==> src/rtl/alu_pkg.sv <==
// -----------------------------------------------------------------------------
// alu_pkg
// Shared definitions for the ALU result packer slice:
//   - default operand width and result-buffer depth
//   - packer FSM state type and its encodings
// -----------------------------------------------------------------------------
package alu_pkg;

  localparam int unsigned DEFAULT_DATA_WIDTH = 8;
  localparam int unsigned DEFAULT_FIFO_DEPTH = 4;

  // Plain vector encodings so the state register stays legacy-compatible.
  typedef logic [1:0] packer_state_t;

  localparam packer_state_t ST_IDLE    = 2'd0;
  localparam packer_state_t ST_SEND_LO = 2'd1;
  localparam packer_state_t ST_SEND_HI = 2'd2;

endpackage : alu_pkg

==> src/rtl/alu_result_packer_if.sv <==
// -----------------------------------------------------------------------------
// alu_result_packer_if
// Bundles the ALU-side input, the beat-stream output and the status flags of
// alu_result_packer.
//   master : upstream/downstream environment (drives ALU_result, ALU_result_valid,
//            out_ready; observes everything else)
//   slave  : the packer itself
// -----------------------------------------------------------------------------
interface alu_result_packer_if
  import alu_pkg::*;
#(
  parameter int unsigned DATA_WIDTH = DEFAULT_DATA_WIDTH
);

  logic [2*DATA_WIDTH-1:0] ALU_result;
  logic                    ALU_result_valid;
  logic [DATA_WIDTH-1:0]   out_data;
  logic                    out_valid;
  logic                    out_ready;
  logic                    out_last;
  logic                    fifo_full;
  logic                    fifo_empty;
  logic                    busy;

  modport master (
    output ALU_result, ALU_result_valid, out_ready,
    input  out_data, out_valid, out_last, fifo_full, fifo_empty, busy
  );

  modport slave (
    input  ALU_result, ALU_result_valid, out_ready,
    output out_data, out_valid, out_last, fifo_full, fifo_empty, busy
  );

endinterface : alu_result_packer_if

==> src/rtl/alu_result_fifo.sv <==
// -----------------------------------------------------------------------------
// alu_result_fifo
// Synchronous first-word-fall-through FIFO holding whole ALU results.
// Ports:
//   clk, reset         : clock, asynchronous active-high reset
//   i_push, i_wdata    : write request and data (ignored while full)
//   i_pop              : advance read pointer (ignored while empty)
//   o_rdata            : current head entry
//   o_full, o_empty    : registered occupancy flags
// Pointers carry one extra MSB so full and empty are distinguishable when the
// index bits are equal.
// -----------------------------------------------------------------------------
module alu_result_fifo
  import alu_pkg::*;
#(
  parameter int unsigned WIDTH = 2 * DEFAULT_DATA_WIDTH,
  parameter int unsigned DEPTH = DEFAULT_FIFO_DEPTH
) (
  input  logic             clk,
  input  logic             reset,
  input  logic             i_push,
  input  logic [WIDTH-1:0] i_wdata,
  input  logic             i_pop,
  output logic [WIDTH-1:0] o_rdata,
  output logic             o_full,
  output logic             o_empty
);

  localparam int unsigned AW = $clog2(DEPTH);

  logic [WIDTH-1:0] r_mem [DEPTH];
  logic [AW:0]      r_wr_ptr;
  logic [AW:0]      r_rd_ptr;
  logic             r_full;
  logic             r_empty;

  logic             w_push;
  logic             w_pop;
  logic [AW:0]      w_wr_ptr_nxt;
  logic [AW:0]      w_rd_ptr_nxt;

  assign w_push       = i_push && !r_full;
  assign w_pop        = i_pop && !r_empty;
  assign w_wr_ptr_nxt = r_wr_ptr + (AW+1)'(w_push);
  assign w_rd_ptr_nxt = r_rd_ptr + (AW+1)'(w_pop);

  // NOTE: sequential state uses non-blocking assignments so every flop samples
  // pre-edge values regardless of block ordering.
  always_ff @(posedge clk or posedge reset) begin
    if (reset) begin
      r_wr_ptr <= '0;
      r_rd_ptr <= '0;
      r_full   <= 1'b0;
      r_empty  <= 1'b1;
    end else begin
      r_wr_ptr <= w_wr_ptr_nxt;
      r_rd_ptr <= w_rd_ptr_nxt;
      r_full   <= (w_wr_ptr_nxt[AW] != w_rd_ptr_nxt[AW]) &&
                  (w_wr_ptr_nxt[AW-1:0] == w_rd_ptr_nxt[AW-1:0]);
      r_empty  <= (w_wr_ptr_nxt == w_rd_ptr_nxt);
    end
  end

  // NOTE: storage has no reset; the pointers alone define which entries are
  // valid, and a reset-free array maps onto plain RAM/register-file cells.
  always_ff @(posedge clk) begin
    if (w_push) begin
      r_mem[r_wr_ptr[AW-1:0]] <= i_wdata;
    end
  end

  assign o_rdata = r_mem[r_rd_ptr[AW-1:0]];
  assign o_full  = r_full;
  assign o_empty = r_empty;

endmodule : alu_result_fifo

==> src/rtl/alu_result_packer.sv <==
// -----------------------------------------------------------------------------
// alu_result_packer
// Buffers 2*DATA_WIDTH ALU results and serialises each into two DATA_WIDTH
// beats on a valid/ready stream: lower half first (out_last=0), upper half
// second (out_last=1). Results arriving while the buffer is full are dropped.
// Ports:
//   clk, reset   : clock, asynchronous active-high reset
//   bus (slave)  : ALU_result/ALU_result_valid in, out_data/out_valid/
//                  out_last out with out_ready in, fifo_full/fifo_empty/busy
//   drop_count   : 8-bit saturating count of dropped results, present only
//                  when ALU_PACKER_DROP_COUNT_EN is defined
// -----------------------------------------------------------------------------
module alu_result_packer
  import alu_pkg::*;
#(
  parameter int unsigned DATA_WIDTH = DEFAULT_DATA_WIDTH,
  parameter int unsigned FIFO_DEPTH = DEFAULT_FIFO_DEPTH
) (
  input  logic                clk,
  input  logic                reset,
  alu_result_packer_if.slave  bus
`ifdef ALU_PACKER_DROP_COUNT_EN
  ,
  output logic [7:0]          drop_count
`endif
);

  localparam int unsigned RW = 2 * DATA_WIDTH;

  packer_state_t         r_state;
  logic [RW-1:0]         r_hold;
  logic [DATA_WIDTH-1:0] r_out_data;
  logic                  r_out_valid;
  logic                  r_out_last;

  logic                  w_push;
  logic                  w_pop;
  logic [RW-1:0]         w_fifo_rdata;
  logic                  w_fifo_full;
  logic                  w_fifo_empty;

  // A full buffer rejects the word even if a pop frees a slot this same edge.
  assign w_push = bus.ALU_result_valid && !w_fifo_full;

  alu_result_fifo #(
    .WIDTH (RW),
    .DEPTH (FIFO_DEPTH)
  ) u_fifo (
    .clk     (clk),
    .reset   (reset),
    .i_push  (w_push),
    .i_wdata (bus.ALU_result),
    .i_pop   (w_pop),
    .o_rdata (w_fifo_rdata),
    .o_full  (w_fifo_full),
    .o_empty (w_fifo_empty)
  );

  // Pop when idle with data waiting, or when the upper beat completes and
  // another result is queued (back-to-back, no bubble).
  // NOTE: every always_comb output gets a default first so no path leaves it
  // unassigned and infers a latch.
  always_comb begin
    w_pop = 1'b0;
    case (r_state)
      ST_IDLE:    w_pop = !w_fifo_empty;
      ST_SEND_HI: w_pop = bus.out_ready && !w_fifo_empty;
      default:    w_pop = 1'b0;
    endcase
  end

  always_ff @(posedge clk or posedge reset) begin
    if (reset) begin
      r_state     <= ST_IDLE;
      r_hold      <= '0;
      r_out_data  <= '0;
      r_out_valid <= 1'b0;
      r_out_last  <= 1'b0;
    end else begin
      case (r_state)
        ST_IDLE: begin
          if (!w_fifo_empty) begin
            r_hold      <= w_fifo_rdata;
            r_out_data  <= w_fifo_rdata[DATA_WIDTH-1:0];
            r_out_valid <= 1'b1;
            r_out_last  <= 1'b0;
            r_state     <= ST_SEND_LO;
          end
        end
        ST_SEND_LO: begin
          if (bus.out_ready) begin
            r_out_data <= r_hold[RW-1:DATA_WIDTH];
            r_out_last <= 1'b1;
            r_state    <= ST_SEND_HI;
          end
        end
        ST_SEND_HI: begin
          if (bus.out_ready) begin
            if (!w_fifo_empty) begin
              r_hold     <= w_fifo_rdata;
              r_out_data <= w_fifo_rdata[DATA_WIDTH-1:0];
              r_out_last <= 1'b0;
              r_state    <= ST_SEND_LO;
            end else begin
              r_out_valid <= 1'b0;
              r_out_last  <= 1'b0;
              r_state     <= ST_IDLE;
            end
          end
        end
        default: begin
          r_out_valid <= 1'b0;
          r_out_last  <= 1'b0;
          r_state     <= ST_IDLE;
        end
      endcase
    end
  end

  assign bus.out_data   = r_out_data;
  assign bus.out_valid  = r_out_valid;
  assign bus.out_last   = r_out_last;
  assign bus.fifo_full  = w_fifo_full;
  assign bus.fifo_empty = w_fifo_empty;
  assign bus.busy       = (r_state != ST_IDLE) || !w_fifo_empty;

`ifdef ALU_PACKER_DROP_COUNT_EN
  logic       w_drop;
  logic [7:0] r_drop_count;

  assign w_drop = bus.ALU_result_valid && w_fifo_full;

  always_ff @(posedge clk or posedge reset) begin
    if (reset) begin
      r_drop_count <= 8'd0;
    end else if (w_drop && (r_drop_count != 8'hFF)) begin
      r_drop_count <= r_drop_count + 8'd1;
    end
  end

  assign drop_count = r_drop_count;
`endif

endmodule : alu_result_packer
==> src/flat_wrapper.sv <==
// flat-port wrapper written by rule: the top's interface ports become plain ports
module alu_result_packer_flat import alu_pkg::*;
#(
  parameter int unsigned DATA_WIDTH = DEFAULT_DATA_WIDTH,
  parameter int unsigned FIFO_DEPTH = DEFAULT_FIFO_DEPTH
)
  (clk, reset, bus_ALU_result, bus_ALU_result_valid, bus_out_ready, bus_out_data, bus_out_valid, bus_out_last, bus_fifo_full, bus_fifo_empty, bus_busy);
  alu_result_packer_if #(.DATA_WIDTH(DATA_WIDTH)) bus_i ();
  input  logic clk;
  input  logic reset;
  input wire logic [$bits(bus_i.ALU_result)-1:0] bus_ALU_result;
  input wire logic [$bits(bus_i.ALU_result_valid)-1:0] bus_ALU_result_valid;
  input wire logic [$bits(bus_i.out_ready)-1:0] bus_out_ready;
  output wire logic [$bits(bus_i.out_data)-1:0] bus_out_data;
  output wire logic [$bits(bus_i.out_valid)-1:0] bus_out_valid;
  output wire logic [$bits(bus_i.out_last)-1:0] bus_out_last;
  output wire logic [$bits(bus_i.fifo_full)-1:0] bus_fifo_full;
  output wire logic [$bits(bus_i.fifo_empty)-1:0] bus_fifo_empty;
  output wire logic [$bits(bus_i.busy)-1:0] bus_busy;
  assign bus_i.ALU_result = bus_ALU_result;
  assign bus_i.ALU_result_valid = bus_ALU_result_valid;
  assign bus_i.out_ready = bus_out_ready;
  assign bus_out_data = bus_i.out_data;
  assign bus_out_valid = bus_i.out_valid;
  assign bus_out_last = bus_i.out_last;
  assign bus_fifo_full = bus_i.fifo_full;
  assign bus_fifo_empty = bus_i.fifo_empty;
  assign bus_busy = bus_i.busy;
  alu_result_packer #(.DATA_WIDTH(DATA_WIDTH), .FIFO_DEPTH(FIFO_DEPTH)) u_core (.clk(clk), .reset(reset), .bus(bus_i));
endmodule
==> config.mk <==
export PLATFORM = sky130hd
export DESIGN_NAME = alu_result_packer_flat
export DESIGN_NICKNAME = d
export VERILOG_FILES = /design/src/rtl/alu_pkg.sv /design/src/rtl/alu_result_packer_if.sv /design/src/rtl/alu_result_fifo.sv /design/src/rtl/alu_result_packer.sv /design/src/flat_wrapper.sv
export SDC_FILE = /design/constraint.sdc
export NUM_CORES = 1
export LEC_CHECK = 0
export CAP_MARGIN = 20
export CORE_ASPECT_RATIO = 0.8
export CORE_MARGIN = 5
export CORE_UTILIZATION = 50
export CTS_CLUSTER_DIAMETER = 120
export DETAILED_ROUTE_END_ITERATION = 16
export GPL_TIMING_DRIVEN = 0
export PLACE_DENSITY = 0.74
export SLEW_MARGIN = 20
export SYNTH_ARGS = -nofsm -noshare
export SYNTH_HDL_FRONTEND = slang
export SYNTH_SLANG_ARGS = --single-unit
==> constraint.sdc <==
create_clock -name clk -period 3 [get_ports clk]
set_clock_uncertainty 0.05 [all_clocks]
set_input_delay 0.6 -clock clk [delete_from_list [all_inputs] [get_ports clk]]
set_output_delay 0.6 -clock clk [all_outputs]
set_load 0.03 [all_outputs]
==> results of run 1 <==
-- worst max-delay path by stage --
stage	slack, ps	from	cells past startpoint	to
3_3_place_gp	-1090	bus_ALU_result_valid	3	u_core.u_fifo.r_mem[0][8]
6_report	360	u_core.r_state[1]	4	bus_busy
2_1_floorplan	440	bus_ALU_result_valid	2	u_core.u_fifo.r_mem[0][0]
4_1_cts	370	u_core.r_state[1]	4	bus_busy
3_5_place_dp	130	bus_out_ready	10	u_core.u_fifo.o_empty
5_1_grt	290	u_core.r_state[0]	4	bus_busy
-- cells in the final DEF, fill, tap and decap left out, drive strengths merged, types with 4 or more instances in the layout --
| master | n |
|---|---|
| mux2 | 8 |
| and4b | 8 |
| buf | 9 |
| clkbuf | 12 |
| inv | 5 |
| a221o | 8 |
| dfrtp | 26 |
| edfxtp | 64 |
| mux4 | 16 |
| ha | 4 |
| clkdlybuf4s50 | 32 |
| nor2 | 4 |
-- metrics by stage --
step / hold slack, ps / setup TNS, ps / util
CTS: 440 / 0 / 0.611
global route: 452 / 0 / 0.611
finish: 437 / 0 / 0.611
detailed placement: 423 / 0 / 0.579
global placement: 417 / -19500 / 0.574
floorplan: 396 / 0 / -
-- metal layers --
metal,GRT usage,up-vias
li1,-,792
met1,0.198,894
met2,0.221,38
met3,0.0540,11
met4,0.0600,0
met5,0,-
-- critical path: cells and delay by family (launching register included) --
kind | cells | cell delay [ps]
buffers and inverters | 2 | 1020
flip-flops | 1 | 450
AND/OR/NAND/NOR | 2 | 160
-- registers in the layout, summed over array words and instances, names as in the netlist --
| signal | flops |
|---|---|
| u_core.bus.out_data | 8 |
| u_core.bus.out_valid | 1 |
| u_core.r_hold | 8 |
| u_core.r_state | 2 |
| u_core.u_fifo.o_empty | 1 |
| u_core.u_fifo.o_full | 1 |
| u_core.u_fifo.r_mem | 64 |
| u_core.u_fifo.r_rd_ptr | 3 |
| u_core.u_fifo.r_wr_ptr | 3 |
-- cells by family after synthesis --
logic type,Yosys count,synth area share
AO/OA/AOI/OAI,12,0.0305
multiplexers,24,0.134
flip-flops,91,0.737
XOR/XNOR,5,0.0124
AND/OR/NAND/NOR,26,0.0518
buffers and inverters,12,0.0206
adder cells (fa/ha/maj),4,0.0142
-- power groups by stage --
stage	sequential [uW]	combinational (uW)	clock (uW)
2_1_floorplan	2000	968	0
3_3_place_gp	1890	1500	0
3_5_place_dp	1910	1540	0
4_1_cts	1880	1550	928
5_1_grt	1920	1660	978
6_report	1880	1520	908
-- area by class of cell --
type,count,area [um2]
plain buffers,9,61.3
clock buffers,9,124
clock inverters,7,97.6
fillers,512,2680
inverters,3,11.3
multi-input cells,71,865
flip-flops and latches,91,2600
well taps,87,109
repair buffers,35,347
==> results.rst, run 1 <==
.. list-table::
   :header-rows: 1

   * - Metric
     - Value
   * - Run status
     - finished clean
   * - Skew-Pair Late Insertion Delay
     - 360 ps
   * - Via count
     - between 1,500 and 2,000
   * - Cts bufs inserted
     - 9
   * - Clk buf depth
     - 2
   * - Total power per unit cell area
     - 1020 nW/um2
   * - Setup Fix Bufs, Post-CTS
     - 0
   * - Leading cell types by count after synthesis
     - sky130_fd_sc_hd__edfxtp_1, sky130_fd_sc_hd__dfrtp_1, sky130_fd_sc_hd__mux4_2
   * - Buffer type at the clock tree root
     - sky130_fd_sc_hd__clkbuf_8
   * - Global-route wire length before repair
     - 9.83 mm
   * - Num Clock Sinks
     - between 90 and 100
   * - Switch share
     - 0.313
   * - Maximum number of pins on one net before global-route repair
     - 28
   * - Worst hold path startpoint
     - u_core.u_fifo.r_wr_ptr[2]
   * - Highest achievable clock rate
     - 0.379 GHz
   * - Arr. time, crit path
     - 1990 ps
   * - Setup repair after global routing missed its margin
     - no
   * - Reg2Reg Setup Slack
     - 730 ps
   * - Post-synth design cell area
     - 3530 um2
   * - Ranking of synthesized cells by area
     - sky130_fd_sc_hd__edfxtp_1, sky130_fd_sc_hd__dfrtp_1, sky130_fd_sc_hd__mux4_2, sky130_fd_sc_hd__mux4_1, sky130_fd_sc_hd__mux2_2
   * - Total Die Area
     - roughly 8800 um2
   * - Final HPWL DP
     - 3.99 mm
   * - Max stage delay cell, worst path
     - sky130_fd_sc_hd__clkdlybuf4s50_1
   * - Floorplan die width
     - 104 um
   * - Met2 wire length
     - around 2.9 mm
   * - Post-layout min period
     - 2640 ps
   * - Layout cells sized above 1
     - 0.209
   * - Number of cells in the finished layout apart from fillers
     - around 310
   * - Area Growth Syn to Fin
     - 19.4%
   * - Average instance area after synthesis
     - between 20 and 25 um2
   * - Final routed wirelength across all metal layers
     - 6.01 mm
   * - Post-route cell area
     - approximately 4200 um2
   * - Ys Warns
     - 0
   * - Internal power contribution
     - around 3000 uW
   * - Area fraction of the dominant cell type after synthesis
     - 0.545
   * - I/O pin total
     - 33
   * - Core outline area
     - 6890 um2
   * - Detailed Routing Iterations Pass 1
     - 4
   * - Critical Setup Path Class
     - reg -> out
   * - Total gr overflow
     - 0
   * - Main synth FF type
     - sky130_fd_sc_hd__edfxtp_1
   * - Number of gates resized after CTS
     - 0
   * - Count of flip-flops with a built-in enable after synthesis
     - between 60 and 70
   * - Seq cells post-synth
     - 91
   * - DRC Markers
     - 0
   * - Critical R2R Launch
     - u_core.u_fifo.o_empty
   * - Vias per std cell
     - 5.56
   * - Largest stage delay on the critical path
     - 670 ps
   * - # diodes
     - 0
   * - Hold buffer count at CTS
     - 0
   * - Highest ir drop seen on vdd
     - 0.457 mV
   * - Final setup vio count
     - 0
   * - Die boundary height
     - 85.1 um
   * - Category of the worst setup path capture point
     - primary output
   * - Clock power frac
     - 0.211
   * - Topmost layer with routed signal wires
     - met4
   * - Via count of the first global-routing pass
     - 1,824
   * - Distinct cells, synth
     - 30
   * - Endpoint required time on the critical path
     - 2350 ps
   * - Ys async rst share
     - 0.297
   * - Worst Hold Endpoint
     - u_core.u_fifo.r_wr_ptr[2]
   * - RD Place Congestion
     - 0.699
   * - Count of routing violations after the opening detailed-route iteration
     - 85
   * - Final Worst Setup Slack
     - 363 ps
   * - Cell with the most instances after synthesis
     - sky130_fd_sc_hd__edfxtp_1
   * - Reg-to-reg endpoint
     - u_core.u_fifo.o_empty
   * - Standard-cell row count
     - 27
   * - Count of mapped cells out of synthesis
     - 174
   * - Cell type with the largest total area after synthesis
     - sky130_fd_sc_hd__edfxtp_1
   * - Worst Reg-to-Reg Cells
     - 9
   * - Met3 wire length
     - about 270 um
   * - Clock transition at the registers of the reported paths
     - 80 ps
   * - Sequential fraction of the synthesis area
     - 0.737
   * - Switching power of the nets
     - 1350 uW
   * - Critical Path, Cell by Cell
     - clkbuf_1 -> nor2_1 -> nand2_1 -> clkdlybuf4s50_1
   * - Wire length per cell after detailed routing
     - between 15 and 20 um
   * - Residual antenna-violating net count after detailed routing
     - 0
   * - Initial Util
     - 0.512
   * - Net count, final
     - 244
   * - Number of cells on the worst hold path
     - 1
   * - CTS H-tree depth
     - 3
   * - Fin. Hold Viols
     - 0
   * - Final worst path period share
     - 0.879
   * - Number of cells in the design after placement
     - 296
   * - Post-DP Area
     - between 3000 and 4000 um2
   * - Combinational cell fraction of total power
     - 0.353
   * - Path type of the worst min-delay path
     - reg -> reg
   * - Largest fanout of any net on the critical path
     - 10
   * - Part of the total power dissipated in sequential elements
     - 0.436
   * - Crit start category
     - flip-flop
   * - PnR Total Power
     - 4310 uW
   * - Clock tree from TritonCTS
     - done
   * - Max-capacitance violation count
     - 0
   * - Total GRT Usage
     - 0.148
   * - Dpl ws
     - 129 ps
   * - Normalized max-slew margin
     - 0.361
   * - Port bufs
     - 32
   * - Post-Synthesis Net Count
     - 198
   * - Initial antenna violation count
     - 0
   * - Static power due to leakage
     - 0.00155 uW
   * - Met1 Wirelength
     - 2.76 mm
   * - Worst slew pin tran
     - 958 ps
   * - Slew Viols, Final
     - 0
No activity file was read; power rests on OpenSTA's default activity.
==> run 2: changes to the inputs <==
--- a/config.mk
+++ b/config.mk
@@ -16,4 +16,5 @@
 export SLEW_MARGIN = 20
 export SYNTH_ARGS = -nofsm -noshare
 export SYNTH_HDL_FRONTEND = slang
+export SYNTH_HIERARCHICAL = 1
 export SYNTH_SLANG_ARGS = --single-unit
==> run 2 against run 1 <==
Against the previous run: setup slack improved by 61 ps; fmax rose by 2.4%; combinational power rose by 9%; design area fell by 0.56%; core utilization fell by 0.64 points.
==> results.rst, run 2 <==
.. list-table::
   :header-rows: 1

   * - Metric
     - Value
   * - Clk buf depth
     - 2
   * - DRC Markers
     - 0
   * - Number of cells in the design after placement
     - 297
   * - Final setup vio count
     - 0
   * - Internal power contribution
     - about 2900 uW
   * - Setup repair after global routing missed its margin
     - no
   * - Total Die Area
     - 8920 um2
   * - Main synth FF type
     - sky130_fd_sc_hd__edfxtp_1
   * - Num Clock Sinks
     - 91
   * - Number of gates resized after CTS
     - 0
   * - Buffer type at the clock tree root
     - sky130_fd_sc_hd__clkbuf_8
   * - Standard-cell row count
     - 27
   * - # diodes
     - 0
   * - Maximum number of pins on one net before global-route repair
     - 20
   * - Flip-flop count of the largest register after layout
     - 64
   * - Seq cells post-synth
     - just over 90
   * - Reg2Reg Setup Slack
     - 770 ps
   * - Initial Util
     - 0.514
   * - Post-layout utilization of the core
     - 0.605
   * - Post-layout min period
     - roughly 2600 ps
   * - Combinational cell fraction of total power
     - 0.392
   * - Endpoint required time on the critical path
     - 3240 ps
   * - Via count of the first global-routing pass
     - 1,782
   * - Largest stage delay on the critical path
     - 550 ps
   * - Area fraction of the dominant cell type after synthesis
     - 0.540
   * - Critical R2R Launch
     - u_core/r_state[1]
   * - Post-synth design cell area
     - 3560 um2
   * - Final worst path period share
     - 0.859
   * - Number of cells on the worst hold path
     - 1
   * - Largest fanout of any net on the critical path
     - 10
   * - Setup Fix Bufs, Post-CTS
     - 0
   * - Category of the worst setup path capture point
     - flip-flop
   * - Via count
     - 1,709
   * - Area Growth Syn to Fin
     - 17.6%
   * - Area used by multi-input combinational logic
     - 911 um2
   * - Combined flip-flop and latch cell area
     - between 2000 and 3000 um2
   * - Ys Warns
     - 6
   * - Floorplan die width
     - 104 um
   * - Count of mapped cells out of synthesis
     - 175
   * - Ys async rst share
     - 0.297
   * - Capturing instance or port of the critical path
     - u_core/u_fifo/o_empty
   * - I/O pin total
     - 33
   * - Leading cell types by count after synthesis
     - sky130_fd_sc_hd__edfxtp_1, sky130_fd_sc_hd__dfrtp_1, sky130_fd_sc_hd__mux2_2, sky130_fd_sc_hd__mux4_2
   * - Switch share
     - 0.317
   * - Switching power of the nets
     - 1330 uW
   * - Total power per unit cell area
     - approximately 1000 nW/um2
   * - Path type of the worst min-delay path
     - reg -> reg
   * - Layout cells sized above 1
     - 0.274
   * - Reg-to-reg endpoint
     - u_core/u_fifo/o_empty
   * - Total gr overflow
     - 0
   * - Fin. Hold Viols
     - 0
   * - Global-route wire length before repair
     - between 9 and 10 mm
   * - Residual antenna-violating net count after detailed routing
     - 0
   * - Average instance area after synthesis
     - 20.4 um2
   * - Critical Setup Path Class
     - in -> reg
   * - Clock tree from TritonCTS
     - done
   * - Final HPWL DP
     - 3.91 mm
   * - Die boundary height
     - ~85 um
   * - Clock power frac
     - 0.164
   * - Sequential fraction of the synthesis area
     - 0.730
   * - Net count, final
     - 245
   * - Static power due to leakage
     - 0.00151 uW
   * - Total GRT Usage
     - 0.143
   * - Normalized max-slew margin
     - 0.414
   * - Worst Reg-to-Reg Cells
     - 9
   * - Vias per std cell
     - 5.46
   * - Start point of the critical path
     - bus_out_ready
   * - Ranking of synthesized cells by area
     - sky130_fd_sc_hd__edfxtp_1, sky130_fd_sc_hd__dfrtp_1, sky130_fd_sc_hd__mux2_2, sky130_fd_sc_hd__mux4_2, sky130_fd_sc_hd__mux4_1
   * - Count of routing violations after the opening detailed-route iteration
     - 70
   * - Part of the total power dissipated in sequential elements
     - 0.444
   * - CTS H-tree depth
     - 3
   * - Number of fill cells in the layout
     - 515
   * - Cts bufs inserted
     - 9
   * - Count of flip-flops with a built-in enable after synthesis
     - 64
   * - Hold buffer count at CTS
     - 0
   * - Critical Path, Cell by Cell
     - clkdlybuf4s50_1 -> o21ai_2 -> inv_1 -> nor2b_1 -> ha_1 -> ha_1 -> xor2_1 -> xor2_1 -> nor2b_1
   * - Clock transition at the registers of the reported paths
     - 80 ps
   * - Cell with the most instances after synthesis
     - sky130_fd_sc_hd__edfxtp_1
   * - Detailed Routing Iterations Pass 1
     - 4
   * - Arr. time, crit path
     - 2820 ps
   * - RD Place Congestion
     - roughly 0.70
   * - Max-capacitance violation count
     - 0
   * - Highest achievable clock rate
     - 0.388 GHz
   * - Most common library cell in the layout ignoring fill and taps
     - sky130_fd_sc_hd__edfxtp_1
   * - Skew-Pair Late Insertion Delay
     - between 300 and 400 ps
   * - Most frequent cells in the layout
     - sky130_fd_sc_hd__edfxtp_1, sky130_fd_sc_hd__clkdlybuf4s50_1, sky130_fd_sc_hd__dfrtp_1
   * - Wire length per cell after detailed routing
     - 18.6 um
   * - Post-Synthesis Net Count
     - 199
   * - Distinct cells, synth
     - 26
   * - Cell type with the largest total area after synthesis
     - sky130_fd_sc_hd__edfxtp_1
   * - Worst slew pin tran
     - 878 ps
   * - Final routed wirelength across all metal layers
     - 5.83 mm
   * - Slew Viols, Final
     - 0
   * - Core outline area
     - 6930 um2
   * - Initial antenna violation count
     - 0
   * - Number of cells in the finished layout apart from fillers
     - 313
   * - Port bufs
     - 32
   * - Highest ir drop seen on vdd
     - between 0.3 and 0.4 mV
   * - Run status
     - finished clean
   * - Max stage delay cell, worst path
     - sky130_fd_sc_hd__clkdlybuf4s50_1
   * - Crit start category
     - primary input
-- run 2: routing by layer --
metal,up-vias,wire length [um],global-route usage
met5,-,0,0
met4,0,77,0.0459
met3,9,270,0.0534
met2,35,2900,0.232
met1,888,2580,0.179
li1,777,-,-
-- run 2: per-stage QoR --
step / hold WS (ps) / area (um2) / setup WS [ps] / TNS (ps) / power (uW)
floorplan: 365 / 3560 / 330 / 0 / 3070
global placement: 412 / 3990 / -1070 / -20880 / 3510
detailed placement: 417 / 4030 / 38.9 / 0 / 3570
CTS: 433 / 4190 / 406 / 0 / 4260
global route: 462 / 4190 / 218 / 0 / 4460
finish: 423 / 4190 / 424 / 0 / 4200
-- run 2: power groups by stage --
stage                     clock network [uW]  registers [uW]  logic, uW
after detailed placement                   0            1900       1670
after floorplan                            0            2000       1080
after CTS                                711            1870       1670
after global placement                     0            1880       1620
final                                    690            1870       1650
after global routing                     773            1900       1780
-- run 2: worst min-delay path by stage --
stage                                         start                   endpoint  slack (ps)
after global routing      u_core/u_fifo/r_rd_ptr[2]  u_core/u_fifo/r_rd_ptr[2]         460
after detailed placement  u_core/u_fifo/r_rd_ptr[2]  u_core/u_fifo/r_rd_ptr[2]         420
final                     u_core/u_fifo/r_rd_ptr[2]  u_core/u_fifo/r_rd_ptr[2]         420
after floorplan                               reset       u_core/u_fifo/o_full         360
after CTS                 u_core/u_fifo/r_rd_ptr[2]  u_core/u_fifo/r_rd_ptr[2]         430
after global placement    u_core/u_fifo/r_rd_ptr[2]  u_core/u_fifo/r_rd_ptr[2]         410
-- run 2: final cells by class --
type	instances	share of cell area
tap	87	0.0260
inverter	5	0.00448
timing repair buffer	35	0.0836
sequential	91	0.620
clock inverter	6	0.00777
multi-input combinational	75	0.217
buffer	4	0.00986
clock buffer	10	0.0305
-- run 2: cells by family after synthesis --
kind of cell               share of synthesized area
muxes                                          0.183
DFF                                            0.730
xor gates and xnor gates                      0.0123
AOI/OAI and AO/OA                             0.0141
adders and majority gates                     0.0141
and+or+nand+nor                               0.0299
buffers and inverters                         0.0169
-- run 2: critical path: cells and delay by family --
kind,cells,cell delay (ps)
AOI/OAI and AO/OA,1,530
adders and majority gates,2,360
and+or+nand+nor,2,300
buffers and inverters,2,620
xor gates and xnor gates,2,410
